`config.mk`:
```
export PLATFORM = sky130hd
export DESIGN_NAME = mem_arbiter
export DESIGN_NICKNAME = d
export VERILOG_FILES = /design/src/rtl/mem_arb_pkg.sv /design/src/rtl/mem_arb_pick.sv /design/src/rtl/mem_arbiter.sv
export SDC_FILE = /design/constraint.sdc
export NUM_CORES = 1
export LEC_CHECK = 0
export BUFFER_PORTS_ARGS = -buffer_cell sky130_fd_sc_hd__buf_2
export CAP_MARGIN = 20
export CELL_PAD_IN_SITES_DETAIL_PLACEMENT = 1
export CELL_PAD_IN_SITES_GLOBAL_PLACEMENT = 1
export CORE_UTILIZATION = 32
export DETAILED_ROUTE_END_ITERATION = 12
export PLACE_DENSITY = 0.81
export SLEW_MARGIN = 20
export SYNTH_ARGS = -nofsm -noshare
export SYNTH_HDL_FRONTEND = slang
export SYNTH_SLANG_ARGS = --single-unit
export TNS_END_PERCENT = 1
```
`constraint.sdc`:
```
create_clock -name clk -period 1.7 [get_ports clk]
set_input_delay 0.34 -clock clk [delete_from_list [all_inputs] [get_ports clk]]
set_output_delay 0.34 -clock clk [all_outputs]
set_load 0.005 [all_outputs]
```
`src/rtl/mem_arb_pkg.sv`:
```
// Shared types and constants for the two-port memory arbiter.
package mem_arb_pkg;

  typedef enum logic {
    ST_IDLE = 1'b0,
    ST_BUSY = 1'b1
  } state_e;

  localparam logic OWN_M0 = 1'b0;
  localparam logic OWN_M1 = 1'b1;

  localparam int CNT_W = 8;

endpackage

```
`src/rtl/mem_arb_pick.sv`:
```
// Grant picker: a lone request always wins; on contention the port
// other than last_owner_i is served.
module mem_arb_pick
  import mem_arb_pkg::*;
(
  input  logic req0_i,
  input  logic req1_i,
  input  logic last_owner_i,
  output logic gnt0_o,
  output logic gnt1_o
);

  logic m1_turn;

  assign m1_turn = (last_owner_i == OWN_M0);
  assign gnt0_o  = req0_i & (~req1_i | ~m1_turn);
  assign gnt1_o  = req1_i & (~req0_i | m1_turn);

endmodule

```
`src/rtl/mem_arbiter.sv`:
```
// Data/fetch port arbiter onto one slave, one transaction in flight.
// Define MEM_ARB_ROUND_ROBIN_EN for round-robin; default is m0 priority.
module mem_arbiter
  import mem_arb_pkg::*;
#(
  parameter int ADDR_W   = 32,
  parameter int DATA_W   = 32,
  parameter int WAIT_MAX = 15
) (
  input  logic              clk,
  input  logic              rst_n,
  input  logic              m0_req_i,
  input  logic              m0_we_i,
  input  logic [ADDR_W-1:0] m0_addr_i,
  input  logic [DATA_W-1:0] m0_wdata_i,
  output logic              m0_gnt_o,
  output logic              m0_rvalid_o,
  input  logic              m1_req_i,
  input  logic [ADDR_W-1:0] m1_addr_i,
  output logic              m1_gnt_o,
  output logic              m1_rvalid_o,
  output logic [DATA_W-1:0] rdata_o,
  output logic              err_o,
  output logic              s_req_o,
  output logic              s_we_o,
  output logic [ADDR_W-1:0] s_addr_o,
  output logic [DATA_W-1:0] s_wdata_o,
  input  logic              s_ack_i,
  input  logic [DATA_W-1:0] s_rdata_i,
  output logic              hold_flag_o
);

  state_e            state_q, state_d;
  logic              owner_q, owner_d;
  logic              we_q, we_d;
  logic [ADDR_W-1:0] addr_q, addr_d;
  logic [DATA_W-1:0] wdata_q, wdata_d;
  logic [DATA_W-1:0] rdata_q, rdata_d;
  logic [CNT_W-1:0]  cnt_q, cnt_d;
  logic              sreq_q, sreq_d;
  logic              rv0_q, rv0_d;
  logic              rv1_q, rv1_d;
  logic              err_q, err_d;
  logic              last_owner;
  logic              pick0, pick1;
  logic              gnt0, gnt1;
  logic              done;

`ifdef MEM_ARB_ROUND_ROBIN_EN
  logic last_q, last_d;

  assign last_owner = last_q;
  assign last_d = gnt1 ? OWN_M1 :
                  gnt0 ? OWN_M0 : last_q;

  // Reset to m1 so the first contention favours m0.
  always_ff @(posedge clk or negedge rst_n) begin
    if (!rst_n) last_q <= OWN_M1;
    else        last_q <= last_d;
  end
`else
  assign last_owner = OWN_M1;
`endif

  mem_arb_pick u_pick (
    .req0_i       (m0_req_i),
    .req1_i       (m1_req_i),
    .last_owner_i (last_owner),
    .gnt0_o       (pick0),
    .gnt1_o       (pick1)
  );

  assign gnt0 = (state_q == ST_IDLE) & pick0;
  assign gnt1 = (state_q == ST_IDLE) & pick1;
  assign done = s_ack_i | (cnt_q == CNT_W'(WAIT_MAX));

  always_comb begin
    state_d = state_q;
    owner_d = owner_q;
    we_d    = we_q;
    addr_d  = addr_q;
    wdata_d = wdata_q;
    cnt_d   = cnt_q;
    sreq_d  = sreq_q;
    rv0_d   = 1'b0;
    rv1_d   = 1'b0;
    err_d   = 1'b0;
    rdata_d = '0;
    unique case (state_q)
      ST_IDLE: begin
        if (gnt0 | gnt1) begin
          state_d = ST_BUSY;
          owner_d = gnt1 ? OWN_M1 : OWN_M0;
          we_d    = gnt0 & m0_we_i;
          addr_d  = gnt1 ? m1_addr_i : m0_addr_i;
          wdata_d = gnt1 ? '0 : m0_wdata_i;
          cnt_d   = '0;
          sreq_d  = 1'b1;
        end
      end
      ST_BUSY: begin
        if (done) begin
          state_d = ST_IDLE;
          sreq_d  = 1'b0;
          rv0_d   = (owner_q == OWN_M0);
          rv1_d   = (owner_q == OWN_M1);
          // A late ack on the timeout cycle still counts as success.
          err_d   = ~s_ack_i;
          rdata_d = (s_ack_i & ~we_q) ? s_rdata_i : '0;
        end else begin
          cnt_d = cnt_q + 1'b1;
        end
      end
    endcase
  end

  always_ff @(posedge clk or negedge rst_n) begin
    if (!rst_n) begin
      state_q <= ST_IDLE;
      owner_q <= OWN_M0;
      we_q    <= 1'b0;
      addr_q  <= '0;
      wdata_q <= '0;
      rdata_q <= '0;
      cnt_q   <= '0;
      sreq_q  <= 1'b0;
      rv0_q   <= 1'b0;
      rv1_q   <= 1'b0;
      err_q   <= 1'b0;
    end else begin
      state_q <= state_d;
      owner_q <= owner_d;
      we_q    <= we_d;
      addr_q  <= addr_d;
      wdata_q <= wdata_d;
      rdata_q <= rdata_d;
      cnt_q   <= cnt_d;
      sreq_q  <= sreq_d;
      rv0_q   <= rv0_d;
      rv1_q   <= rv1_d;
      err_q   <= err_d;
    end
  end

  assign m0_gnt_o    = gnt0;
  assign m1_gnt_o    = gnt1;
  assign m0_rvalid_o = rv0_q;
  assign m1_rvalid_o = rv1_q;
  assign rdata_o     = rdata_q;
  assign err_o       = err_q;
  assign s_req_o     = sreq_q;
  assign s_we_o      = we_q;
  assign s_addr_o    = addr_q;
  assign s_wdata_o   = wdata_q;
  assign hold_flag_o = m1_req_i & ~gnt1;

endmodule

```
==> impl_summary.md, run 1 <==
Run status
The run finished, with violations left. The checks that failed: hold timing.

Yosys
The number of register bits inferred by synthesis is 111. The synthesized design devotes to its leading area cell type 63.0% of total area. Among all cell types in the netlist, the one instantiated most often is sky130_fd_sc_hd__dfrtp_1. The post-synthesis average cell area is 10.4 um^2. The commonest cells after synthesis are sky130_fd_sc_hd__dfrtp_1, sky130_fd_sc_hd__nand2_1, sky130_fd_sc_hd__o21ai_0, sky130_fd_sc_hd__o21ai_1, sky130_fd_sc_hd__and2_1. The top cell type by total area after synthesis is sky130_fd_sc_hd__dfrtp_1. The area of the mapped netlist is 0.00441 mm^2. The main flop type after synthesis is sky130_fd_sc_hd__dfrtp_1. The async set-or-reset flop fraction in the synthesized netlist is 100%.

Synthesis produced 425 cells. The Yosys step of the flow raised 0 warnings. The number of library cell types mapped by synthesis is 32. Yosys attributes the largest share of cell area to sky130_fd_sc_hd__dfrtp_1, sky130_fd_sc_hd__nand2_1, sky130_fd_sc_hd__a22oi_1. Sequential cells were found to cover 63.0% of the synthesized design area. Synthesis produced a netlist with a net count of 560.

The number of synthesized flops with an enable pin is 0.

Finish
The fraction of final layout cells with drive strength greater than 1 is 41.5%. The utilization after layout is 45.7%. The number of diodes is 0. The final design area excluding fillers is 0.00610 mm^2. The final-stage net count is 790. The synthesis-to-layout area growth is 38.4%.

The count of fill cells added during filler insertion is 1,616.

STA
After layout, the worst path uses 97.0% of the clock period. The clock period minus final worst setup slack is 1.65 ns. The total of endpoints with negative setup slack in the final report is 0. The clock skew is 0.0105 ns. The count of final max-slew check failures is 0. Setup repair after global routing could not meet its margin everywhere.

In the post-route analysis, the smallest setup slack over all paths is 0.0506 ns. For the pin with the worst max-slew slack, the measured transition is 0.367 ns. Measured against its own limit, the worst slew margin works out to 75.5%. Static timing analysis puts the maximum clock frequency at 606 MHz. The worst hold slack after final layout is -0.0101 ns. The number of hold-slack violations in the final timing report is 7.

Power
The clock network is responsible for 26.3% of the overall power. In this run switching power makes up 31.7% of total power. The part of the power in registers is 47.2%. The power density over the cells is 1260 mW/mm^2. The internal power is 5230 uW. IR analysis of the VDD net gives a maximum drop of 0.509 mV. The switching power summed over all nets is 2430 uW. The cell leakage power is 0.00325 uW. The share of total power in combinational logic is 26.4%.

Setup path
In this run the worst setup path begins at state_q$_DFF_PN0_. Along the worst path, the maximum fanout reaches 24. The worst register-to-register path begins at cnt_q[0]$_DFFE_PN0P_.

STA classifies the critical path endpoint as an output port. At the worst endpoint, the arrival time is 1.31 ns. The launching element type of the critical path is a flop.

For the worst flop-to-flop path, the logic depth is 5. The capture point of the worst reg-to-reg path is cnt_q[7]$_DFFE_PN0P_. Setup slack on the worst reg-to-reg path comes out at 0.11 ns. The most critical setup path has its endpoint at m1_gnt_o. The type of the worst setup path is flop to output port.

The data required time of the worst path is 1.36 ns.

Drt
The per-cell via count in the routed design is 4.75. The final antenna-violating net count is 0. Wires add up to 13.1 mm. The violation count after the first detailed-routing iteration is 145. Dividing the detail-routed wire length by the instance count gives 15.7 um. The pre-antenna-repair detailed-routing pass consisted of 4 iterations. The number of remaining DRC errors is 0.

The routed layout has 3,968 vias.

Job
Max-cap violations in this run came to 0.

Clocking
The root buffer cell chosen for the clock tree is sky130_fd_sc_hd__clkbuf_16. The number of buffers on the longest clock path is 2. The insertion delay to the later sink of the worst-skew pair is 0.35 ns. The clock tree synthesis step divided the H-tree into 3 levels. In this run, post-CTS hold repair placed 0 buffers.

After clock tree synthesis, the clock-pin slew on the worst setup and hold paths is 0.07 ns. Once the clock tree was built, the setup fixing pass inserted 0 buffers. TritonCTS built the clock tree. The number of clock buffers added by TritonCTS is 9. The number of clock sinks is 111.

Place
Port buffering added 237 buffers. Prior to clock tree synthesis, the placed netlist has a worst setup slack of 0.0904 ns. Summed over all nets, the half-perimeter wirelength after detailed placement is 9.98 mm. After detailed placement, the total cell area comes to 0.00581 mm^2. The placer's final routability congestion estimate is 0.802.

Floorplanning
The y dimension of the die is 119 um. The die covers 0.0142 mm^2. The die width is 119 um. The core region is 0.0133 mm^2. The count of standard-cell rows is 42. For this configuration, the core starts out at a cell density of 33.0%. During I/O placement, the number of pins put on the boundary was 238.

Worst hold path
The type of the tightest min-delay check is input pin to asynchronous set/reset pin.

Global routing
After global routing the overflow that remains totals 0. The global-route wire length before repair is 21.5 mm. The number of global-route vias before repair was 4,360. The number of antenna violations at the first check in global routing was 0.

Entering global routing, the biggest net connects 57 pins. Across every metal layer, demand over resource in global routing totals 19.2%.
-- power by group through the flow --
stage / sequential, uW / clock [uW] / combinational [uW]
final: 3620 / 2020 / 2030
after CTS: 3630 / 2100 / 2070
after global routing: 3720 / 2170 / 2290
after floorplan: 3700 / 0 / 839
after global placement: 3630 / 0 / 1960
after detailed placement: 3670 / 0 / 2070
-- metal layers --
metal,GRT usage (%),vias to the layer above,part of all wire (%),routed length (um)
li1,-,1886,-,-
met1,22.3,1935,39,5160
met2,34.5,134,53,6980
met3,4.89,13,6.1,795
met4,6.33,0,1.3,172
met5,0,-,0,0
-- cells by family after synthesis --
logic type | share of synthesized area, %
flip-flops | 63.0
buffers and inverters | 3.83
AND/OR/NAND/NOR | 16.9
AO/OA/AOI/OAI | 16.0
adder cells (fa/ha/maj) | 0.284
-- cells in the final DEF (no fill, tap or decap), types with 2 or more instances in the layout --
| cell type | n |
|---|---|
| sky130_fd_sc_hd__buf_12 | 3 |
| sky130_fd_sc_hd__buf_4 | 10 |
| sky130_fd_sc_hd__nor2b_2 | 2 |
| sky130_fd_sc_hd__dfrtp_1 | 111 |
| sky130_fd_sc_hd__clkinvlp_4 | 2 |
| sky130_fd_sc_hd__o21ai_1 | 34 |
| sky130_fd_sc_hd__and2_1 | 33 |
| sky130_fd_sc_hd__nand3_1 | 6 |
| sky130_fd_sc_hd__a21oi_1 | 3 |
| sky130_fd_sc_hd__a31oi_1 | 5 |
| sky130_fd_sc_hd__nand2b_1 | 4 |
| sky130_fd_sc_hd__clkinv_2 | 2 |
| sky130_fd_sc_hd__clkbuf_16 | 9 |
| sky130_fd_sc_hd__clkinv_4 | 2 |
| sky130_fd_sc_hd__nor2_1 | 5 |
| sky130_fd_sc_hd__o21ai_0 | 34 |
| sky130_fd_sc_hd__a22oi_1 | 32 |
| sky130_fd_sc_hd__inv_1 | 4 |
| sky130_fd_sc_hd__buf_2 | 236 |
| sky130_fd_sc_hd__nor3_1 | 2 |
| sky130_fd_sc_hd__nand2_1 | 104 |
-- repair_timing --
action                                  CTS  global route
endpoints found under the setup margin    2             1
cloned                                    0             0
resized for setup                         1             2
pin swaps                                 0             0
-- state kept, by name, indices dropped and copies added (netlist names), 8 cells and up --
name and cells:
rdata_o 32, s_wdata_o 32, cnt_q 8, s_addr_o 32
-- worst min-delay path by stage --
stage | to | startpoint
6_report | owner_q$_DFFE_PN0P_ | rst_n
4_1_cts | m1_rvalid_o$_DFF_PN0_ | rst_n
3_3_place_gp | s_wdata_o[11]$_DFFE_PN0P_ | rst_n
3_5_place_dp | m0_rvalid_o$_DFF_PN0_ | rst_n
2_1_floorplan | cnt_q[0]$_DFFE_PN0P_ | rst_n
5_1_grt | err_o$_DFF_PN0_ | rst_n
-- critical path: stages, from the launching register on --
cell	delay [ns]
sky130_fd_sc_hd__dfrtp_1	0.39
sky130_fd_sc_hd__buf_6	0.17
sky130_fd_sc_hd__nor2b_2	0.13
sky130_fd_sc_hd__buf_4	0.14
sky130_fd_sc_hd__buf_2	0.13
-- per-stage QoR --
stage | setup TNS (ns) | total power [uW] | std cells
floorplan | 0 | 4540 | 425
global placement | 0 | 5590 | 820
detailed placement | 0 | 5740 | 820
CTS | -0.0220 | 7800 | 836
global route | -0.0160 | 8180 | 836
finish | 0 | 7670 | 836
-- layout make-up --
| cell class | count | area, um^2 | area share, % |
|---|---|---|---|
| multi-input combinational | 278 | 1470 | 24.0 |
| clock inverter | 6 | 45.0 | 0.739 |
| sequential | 111 | 2780 | 45.5 |
| tap | 176 | 220 | 3.61 |
| clock buffer | 10 | 239 | 3.92 |
| timing repair buffer | 250 | 1330 | 21.8 |
| inverter | 5 | 23.8 | 0.390 |
(Power assumes the default switching activity.)
==> run 2, diff against run 1 <==
- ABC_AREA: default -> 1
- PLACE_DENSITY: 0.81 -> 0.82
==> run 2 against run 1 <==
Net effect:
- the flow now finishes without violations
- count of clock-buffer cells in the layout rose by 2
- sequential share of layout area fell by 0.98 points
- worst setup slack got worse by 0.043 ns
- register-to-register slack barely moved
- total power rose by 0.26%
- cell area rose by 2.3%
- die area fell by 1.9%
- hold slack improved by 0.20 ns
- core utilization rose by 1.6 points
- critical path type unchanged
- highest routed layer unchanged
==> impl_summary.md, run 2 <==
Worst hold path
The path class of the tightest hold or removal check is input pin to flop. The beginning of the worst hold path is s_rdata_i[0].

Finish
The final-stage net count is 830 (+5.1%). The synthesis-to-layout area growth is 44.4%. The area of the multi-input gates is 0.00128 mm^2 (-12%). The utilization after layout was 47.3% (+1.6 points). The sequential standard cell area came to 0.00278 mm^2 (about the same). The fraction of final layout cells with drive strength greater than 1 was 40.9% (-0.60 points). The final design area excluding fillers is 0.00624 mm^2 (+2.3%).

The final cell count without fillers was 875 (+4.7%). The number of diodes came to 0 (unchanged). The most frequent standard cell in the layout excluding fill and tap cells is sky130_fd_sc_hd__buf_2.

The count of fill cells added during filler insertion was 1,632 (+0.99%). The library cells used most frequently in the layout, excluding fill and tap cells, are sky130_fd_sc_hd__buf_2, sky130_fd_sc_hd__nand2_1, sky130_fd_sc_hd__dfrtp_1, sky130_fd_sc_hd__nor2_1.

Yosys
The number of register bits inferred by synthesis is 111 (unchanged). The number of warnings reported in the yosys synthesis log is 0 (unchanged). The number of nets produced by synthesis is 579 (+3.4%). The top cell type by total area after synthesis is sky130_fd_sc_hd__dfrtp_1.

By area the synthesized netlist is led by sky130_fd_sc_hd__dfrtp_1, sky130_fd_sc_hd__nand2_1, sky130_fd_sc_hd__a22o_1. The sequential fraction of the synthesis area is 64.3% (+1.3 points). The area share of the leading cell type in the synthesized netlist came to 64.3% (+1.3 points).

The number of library cell types mapped by synthesis is 20 (-38%). The async set-or-reset flop fraction in the synthesized netlist is 100% (unchanged). The main flop type after synthesis is sky130_fd_sc_hd__dfrtp_1. The number of synthesized flops with an enable pin is 0 (unchanged). The most used standard cell by instance count after synthesis is sky130_fd_sc_hd__nand2_1. The area of the mapped netlist is 0.00432 mm^2 (-2.0%). By count the netlist is led by sky130_fd_sc_hd__nand2_1, sky130_fd_sc_hd__dfrtp_1, sky130_fd_sc_hd__nor2_1. The post-synthesis average cell area is 9.73 um^2 (-6.2%). The synthesized instance count came to 444 (+4.5%).

Global routing
The global-route wire length before repair is 22.7 mm (+5.9%). The total global-route track usage was 21.0% (+1.8 points). The routing usage on met1 is 23.5% (+1.3 points). The global routing usage on met2 is 37.1% (+2.6 points). The routing usage on met3 came to 5.94% (+1.1 points). The total overflow reported by the global router is 0 (unchanged).

The number of antenna violations at the first check in global routing is 0 (unchanged). The pin count of the biggest net entering global routing was 42 (-26%). The layer flagged by global routing as most heavily used is met2. The number of global-route vias before repair was 4,520 (+3.7%).

STA
The total of endpoints with negative setup slack in the final report is 0 (unchanged). Setup repair after global routing could not meet its margin everywhere. The sum of negative setup slack is 0 ns (unchanged).

The count of final max-slew check failures is 0 (unchanged). The post-route clock period utilization is 99.6% (+2.5 points). The number of hold-slack violations in the final timing report is 0 (-7). The clock period minus final worst setup slack is 1.69 ns (+0.0433 ns).

The tightest slew margin relative to the limit came to 74.3% (-1.2 points). The maximum clock rate is 591 MHz (-2.6%). The worst-margin pin slew was 0.386 ns (+0.0187 ns). The clock skew is 0.00779 ns (-0.00272 ns). The worst hold slack after final layout is 0.193 ns (+0.203 ns).

Clocking
The insertion delay to the later sink of the worst-skew pair is 0.35 ns (about the same). The clock slew seen by the registers of the worst setup and hold paths is 0.07 ns (about the same). The H-tree depth reported by CTS came to 3 (unchanged). The buffer type at the clock tree root is sky130_fd_sc_hd__clkbuf_16. The CTS tree is built. The number of buffers created by CTS came to 9 (unchanged). The number of buffers on the longest clock path is 2 (unchanged). The number of clock sinks came to 111 (unchanged).

Place
The count of buffers from port buffering is 237 (unchanged). The placed instance area is 0.00582 mm^2 (+0.24%). The placer's final routability congestion estimate is 0.829 (+3.4%).

The total placed cells including tap cells is 850 (+3.7%). The half-perimeter wire length after detailed placement came to 10.3 mm (+3.7%).

Setup path
The data required time of the worst path is 1.36 ns (about the same). The critical path is of the flop to output port type. The source of the worst register-to-register timing path is cnt_q[1]$_DFFE_PN0P_. The data arrival at the endpoint of the critical path is 1.35 ns (+0.04 ns).

STA classifies the critical path endpoint as an output port. The signal on the critical path passes through nor3_4 > buf_6 > nor2_2 > buf_2. The largest fanout of any net on the critical path is 4 (-83%). The highest cell delay on the worst timing path is 0.45 ns (+0.06 ns).

In this run the worst setup path begins at state_q$_DFF_PN0_. The launching element type of the critical path is a flop. The standard cell with the maximum stage delay on the critical path is sky130_fd_sc_hd__dfrtp_2.

Power
The cell leakage power is 0.00362 uW (+11%). The internal power is 5380 uW (+2.7%). The power density over the cells is 1230 mW/mm^2 (-2.0%). The fraction of power consumed by the clock network is 27.5% (+1.2 points). The part of the power in registers is 46.0% (-1.2 points).

The switching power summed over all nets was 2310 uW (-5.0%). The switching share of power is 30.1% (-1.7 points). The maximum vdd drop is 0.666 mV (+31%).

The share of total power in combinational logic is 26.5% (about the same).

Drt
The average wire per standard cell is 16.1 um (+3.0%). The wire length after detailed routing is 14.1 mm (+7.8%). The violation count after the first detailed-routing iteration is 91 (-37%). The number of remaining DRC errors is 0 (unchanged). The final antenna-violating net count was 0 (unchanged). The routed via count came to 4,037 (+1.7%). The per-cell via count in the routed design was 4.61 (-2.8%). The first-pass detailed-route iteration total was 4 (unchanged).

Floorplanning
The initial core utilization was 32.8% (-0.26 points). The area of the die came to 0.0140 mm^2 (-1.9%). The count of standard-cell rows is 42 (unchanged). The core region area came to 0.0132 mm^2 (-1.2%). The y dimension of the die was 118 um (-0.97%). The number of primary I/O pins is 238 (unchanged). The die width came to 118 um (-0.97%).

Job
The count of maximum capacitance violations is 0 (unchanged).

Run status
The run finished with clean final reports.
==> run 2: through the flow <==
stage               total power [uW]  setup slack [ns]
global route                    8130           -0.0537
finish                          7690           0.00730
global placement                5410             0.259
floorplan                       4380             0.200
detailed placement              5530            0.0558
CTS                             7730          -0.00418
==> run 2: what timing repair did <==
item,in CTS,in global routing
pin swaps,1,1
resized for setup,2,7
cloned,1,0
setup buffers,2,6
hold buffers,1,0
setup endpoints to repair,11,11
endpoints found under the hold margin,23,0
==> run 2: cell type report <==
| class | instances | share of cell area (%) |
|---|---|---|
| Sequential cell | 111 | 44.6 |
| Clock buffer | 12 | 3.95 |
| Clock inverter | 3 | 0.702 |
| Timing Repair Buffer | 262 | 24.0 |
| Tap cell | 176 | 3.53 |
| Multi-Input combinational cell | 267 | 20.6 |
| Inverter | 44 | 2.69 |
==> run 2: path summary, 6_finish.rpt <==
kind	cells after the start	to	slack, ns
max in group asynchronous	3	s_wdata_o[10]$_DFFE_PN0P_	0.68
worst min-delay path	3	rdata_o[0]$_DFF_PN0_	0.19
worst max register to register	8	cnt_q[0]$_DFFE_PN0P_	0.12
worst max-delay path	4	hold_flag_o	0.007
worst min register to register	1	m0_rvalid_o$_DFF_PN0_	0.43
min in group asynchronous	2	s_wdata_o[28]$_DFFE_PN0P_	0.47
==> run 2: power by group through the flow <==
stage	Combinational [uW]	Clock (uW)	Sequential (uW)
2_1_floorplan	799	0	3580
3_5_place_dp	1980	0	3560
4_1_cts	2020	2180	3530
6_report	2040	2120	3530
3_3_place_gp	1870	0	3540
5_1_grt	2260	2270	3600
==> run 2: cell families (layout without fill, tap and decap cells) <==
logic type | Yosys count | after routing | share of synthesized area [%]
buf+inv | 66 | 321 | 6.55
simple gates | 227 | 227 | 21.4
compound gates | 39 | 39 | 7.47
flops | 111 | 111 | 64.3
fa+ha+maj | 1 | 1 | 0.290
==> run 2: routing by layer <==
layer | share of wire (%) | vias up
li1 | - | 1904
met5 | 0 | -
met3 | 6.1 | 24
met4 | 2.4 | 0
met1 | 40 | 1973
met2 | 51 | 136
==> run 2: critical path: cells and delay by family, from the launching register on <==
family | cells | cell delay [ns]
simple gates | 2 | 0.27
buf+inv | 2 | 0.28
flops | 1 | 0.45
==> run 3, diff against run 2 <==
- CORE_UTILIZATION: 32 -> 34
- PLACE_DENSITY: 0.82 -> 0.87
- clock period: 1.7 -> 2.05 ns (I/O delays scaled with it)
==> run 3 against run 2 <==
Net effect:
- non-clock buffer count down 17
- cell area is 4.4% lower
- die area fell by 5.8%
- critical path depth fell by 1
- clock skew decreased by 0.0019 ns
- wire length is 2.8% lower
- count of clock-buffer cells in the layout rose by 1
- sequential share of layout area rose by 2.0 points
- worst setup slack gained 0.13 ns
- combinational power shrank 26%
- clock power decreased by 18%
- core utilization grew 1.5 points
==> impl_summary.md, run 3 (same netlist as run 2, synthesis figures left out) <==
Run status
The run finished with clean final reports.

Power
The internal power is 4320 uW (-20%). The switching power summed over all nets was 1850 uW (-20%). The share of total power in combinational logic is 24.5% (-2.0 points). The overall power of the completed layout is 6180 uW (-20%). The switching share of power is 30.0% (-0.036 points). The maximum vdd drop is 0.428 mV (-36%). The power density over the cells is 1040 mW/mm^2 (-16%). The part of the power in registers is 47.6% (+1.6 points).

The cell leakage power is 0.00348 uW (-3.7%). The fraction of power consumed by the clock network came to 28.0% (+0.5 points).

Finish
Compared with the post-synthesis result, the final layout area differs by 38.0%. The fraction of final layout cells with drive strength greater than 1 is 38.3% (-2.6 points). The most frequent standard cell in the layout excluding fill and tap cells is sky130_fd_sc_hd__buf_2. The final cell count without fillers is 849 (-3.0%). The number of diodes is 0 (unchanged). Leaving out fill and tap cells, the most frequent cells in the layout are sky130_fd_sc_hd__buf_2, sky130_fd_sc_hd__nand2_1, sky130_fd_sc_hd__dfrtp_1, sky130_fd_sc_hd__nor2_1, sky130_fd_sc_hd__nand3_1. The final-stage net count was 813 (-2.0%). The count of fill cells added during filler insertion is 1,533 (-6.1%).

Global routing
The total overflow reported by the global router is 0 (unchanged). The global-route wire length before repair is 21.6 mm (-4.7%). The number of antenna violations at the first check in global routing is 0 (unchanged).

The number of global-route vias before repair is 4,410 (-2.4%). The pin count of the biggest net entering global routing is 112 (+170%). The total global-route track usage is 21.6% (+0.59 points).

Setup path
In this design, the largest share of critical-path delay is due to flip-flops. The worst register-to-register path ends at cnt_q[7]$_DFFE_PN0P_. The largest fanout of any net on the critical path is 10 (+6). The data arrival at the endpoint of the critical path was 1.50 ns (+0.15 ns).

The highest cell delay on the worst timing path came to 0.51 ns (+0.06 ns). The buffer and inverter count on the worst path is 1 (-1). The sort of element at the end of the critical path is an output port. The worst-case register-to-register setup slack is 0.32 ns (+0.20 ns).

The type of the worst setup path is flop to output port. The startpoint identified for the worst register-to-register timing path is cnt_q[0]$_DFFE_PN0P_. The data required time of the worst path came to 1.64 ns (+0.28 ns). STA classifies the critical path startpoint as a flop. The capture point of the critical path is hold_flag_o.

The slowest stage of the critical path belongs to the cell sky130_fd_sc_hd__dfrtp_1. The path depth of the worst reg2reg path is 8 (unchanged). Traced cell by cell, the critical path runs through nor3_4 > nor2_1 > buf_2. The critical path starts at state_q$_DFF_PN0_. The number of stages on the worst setup path is 3 (-1).

Clocking
The insertion delay to the later sink of the worst-skew pair is 0.35 ns (about the same). The buffer count from post-CTS setup fixing is 0 (-2). The clock slew seen by the registers of the worst setup and hold paths is 0.07 ns (about the same). The buffer type at the clock tree root is sky130_fd_sc_hd__clkbuf_16. The number of clock sinks is 111 (unchanged). TritonCTS built the clock tree. The number of buffers created by CTS is 9 (unchanged). The number of buffers inserted by hold repair at cts is 0 (-1).

The number of instances resized during post-cts repair was 0 (-2). The H-tree depth reported by CTS is 3 (unchanged). The number of buffers on the longest clock path is 2 (unchanged).

Floorplanning
The die width is 115 um (-2.9%). The count of standard-cell rows is 40 (-4.8%). The initial core utilization is 35.4% (+2.6 points). The y dimension of the die was 115 um (-2.9%). The area of the die is 0.0132 mm^2 (-5.8%). The number of primary I/O pins came to 238 (unchanged). The core region area is 0.0122 mm^2 (-7.4%).

STA
The worst hold slack after final layout is 0.114 ns (-0.0788 ns). Derived from the worst setup path, the maximum achievable clock frequency is 524 MHz. The post-route clock period utilization is 93.1%.

The count of final max-slew check failures is 0 (unchanged). The sum of negative setup slack is 0 ns (unchanged). The worst-margin pin slew is 0.623 ns (+0.237 ns).

Setup repair after global routing left no endpoint under its margin. The clock period could shrink to 1.91 ns. The number of hold-slack violations in the final timing report was 0 (unchanged). The clock skew is 0.00586 ns (-0.00193 ns). The tightest slew margin relative to the limit is 58.5% (-16 points). The total of endpoints with negative setup slack in the final report came to 0 (unchanged).

Drt
The first-pass detailed-route iteration total is 4 (unchanged). The number of remaining DRC errors is 0 (unchanged). The average wire per standard cell is 16.2 um (+0.14%). The wire length after detailed routing is 13.7 mm (-2.8%).

The final antenna-violating net count is 0 (unchanged). The routed via count is 4,051 (+0.35%). The per-cell via count in the routed design is 4.77 (+3.4%). The violation count after the first detailed-routing iteration is 161 (+77%).

Place
The half-perimeter wire length after detailed placement is 10.2 mm (-1.9%). The placer's final routability congestion estimate came to 0.831 (+0.22%). The total placed cells including tap cells came to 835 (-1.8%). The count of buffers from port buffering was 237 (unchanged).

Worst hold path
The type of the tightest min-delay check is input pin to asynchronous set/reset pin.

Job
The count of maximum capacitance violations is 0 (unchanged).
run 3: cell count changes in the layout (fill, tap and decap cells not counted), moves of 2 or more:
cell                      before  now
sky130_fd_sc_hd__buf_4        16    8
sky130_fd_sc_hd__buf_12        7    1
sky130_fd_sc_hd__dfrtp_1     109  111
sky130_fd_sc_hd__dfrtp_2       2    0
sky130_fd_sc_hd__nand3_1      42   44
sky130_fd_sc_hd__nand3_2       2    0
sky130_fd_sc_hd__nor2_1       48   50
sky130_fd_sc_hd__nor2_2        2    0
run 3: area by class of cell:
| type | instances | area, um^2 | area share [%] |
|---|---|---|---|
| Clock inverter | 1 | 30.0 | 0.504 |
| Inverter | 44 | 165 | 2.77 |
| Timing Repair Buffer | 245 | 1260 | 21.2 |
| Multi-Input combinational cell | 267 | 1270 | 21.3 |
| Sequential cell | 111 | 2780 | 46.6 |
| Clock buffer | 13 | 250 | 4.20 |
| Tap cell | 168 | 210 | 3.53 |
run 3: worst min path at each step:
stage | from | cells after the start | to | slack, ns
final | rst_n | 2 | s_we_o$_DFFE_PN0P_ | 0.11
after global routing | rst_n | 2 | m0_rvalid_o$_DFF_PN0_ | 0.18
after CTS | rst_n | 2 | m0_rvalid_o$_DFF_PN0_ | 0.16
after detailed placement | owner_q$_DFFE_PN0P_ | 1 | m0_rvalid_o$_DFF_PN0_ | 0.42
after global placement | owner_q$_DFFE_PN0P_ | 1 | m0_rvalid_o$_DFF_PN0_ | 0.41
after floorplan | rst_n | 0 | cnt_q[0]$_DFFE_PN0P_ | 0.11
run 3: per-stage QoR:
stage | instance area, um^2 | setup slack, ns | util (%)
after detailed placement | 5680 | 0.343 | 46.5
after global placement | 5680 | 0.474 | 46.5
after CTS | 5960 | 0.130 | 48.8
after floorplan | 4320 | 0.480 | -
final | 5960 | 0.141 | 48.8
after global routing | 5960 | 0.0471 | 48.8
run 3: metal layers:
layer | track usage (%) | share of wire (%) | wire, um
met2 | 38.9 | 53 | 7210
met5 | 0 | 0 | 0
met4 | 11.1 | 3.2 | 446
met3 | 5.93 | 6.5 | 890
met1 | 23.3 | 38 | 5180
run 3: power groups by stage:
stage | Sequential (uW) | Combinational, uW | Clock (uW)
final | 2940 | 1510 | 1730
after global routing | 3000 | 1680 | 1860
after CTS | 2940 | 1540 | 1780
after detailed placement | 2970 | 1540 | 0
after global placement | 2950 | 1450 | 0
after floorplan | 2970 | 662 | 0
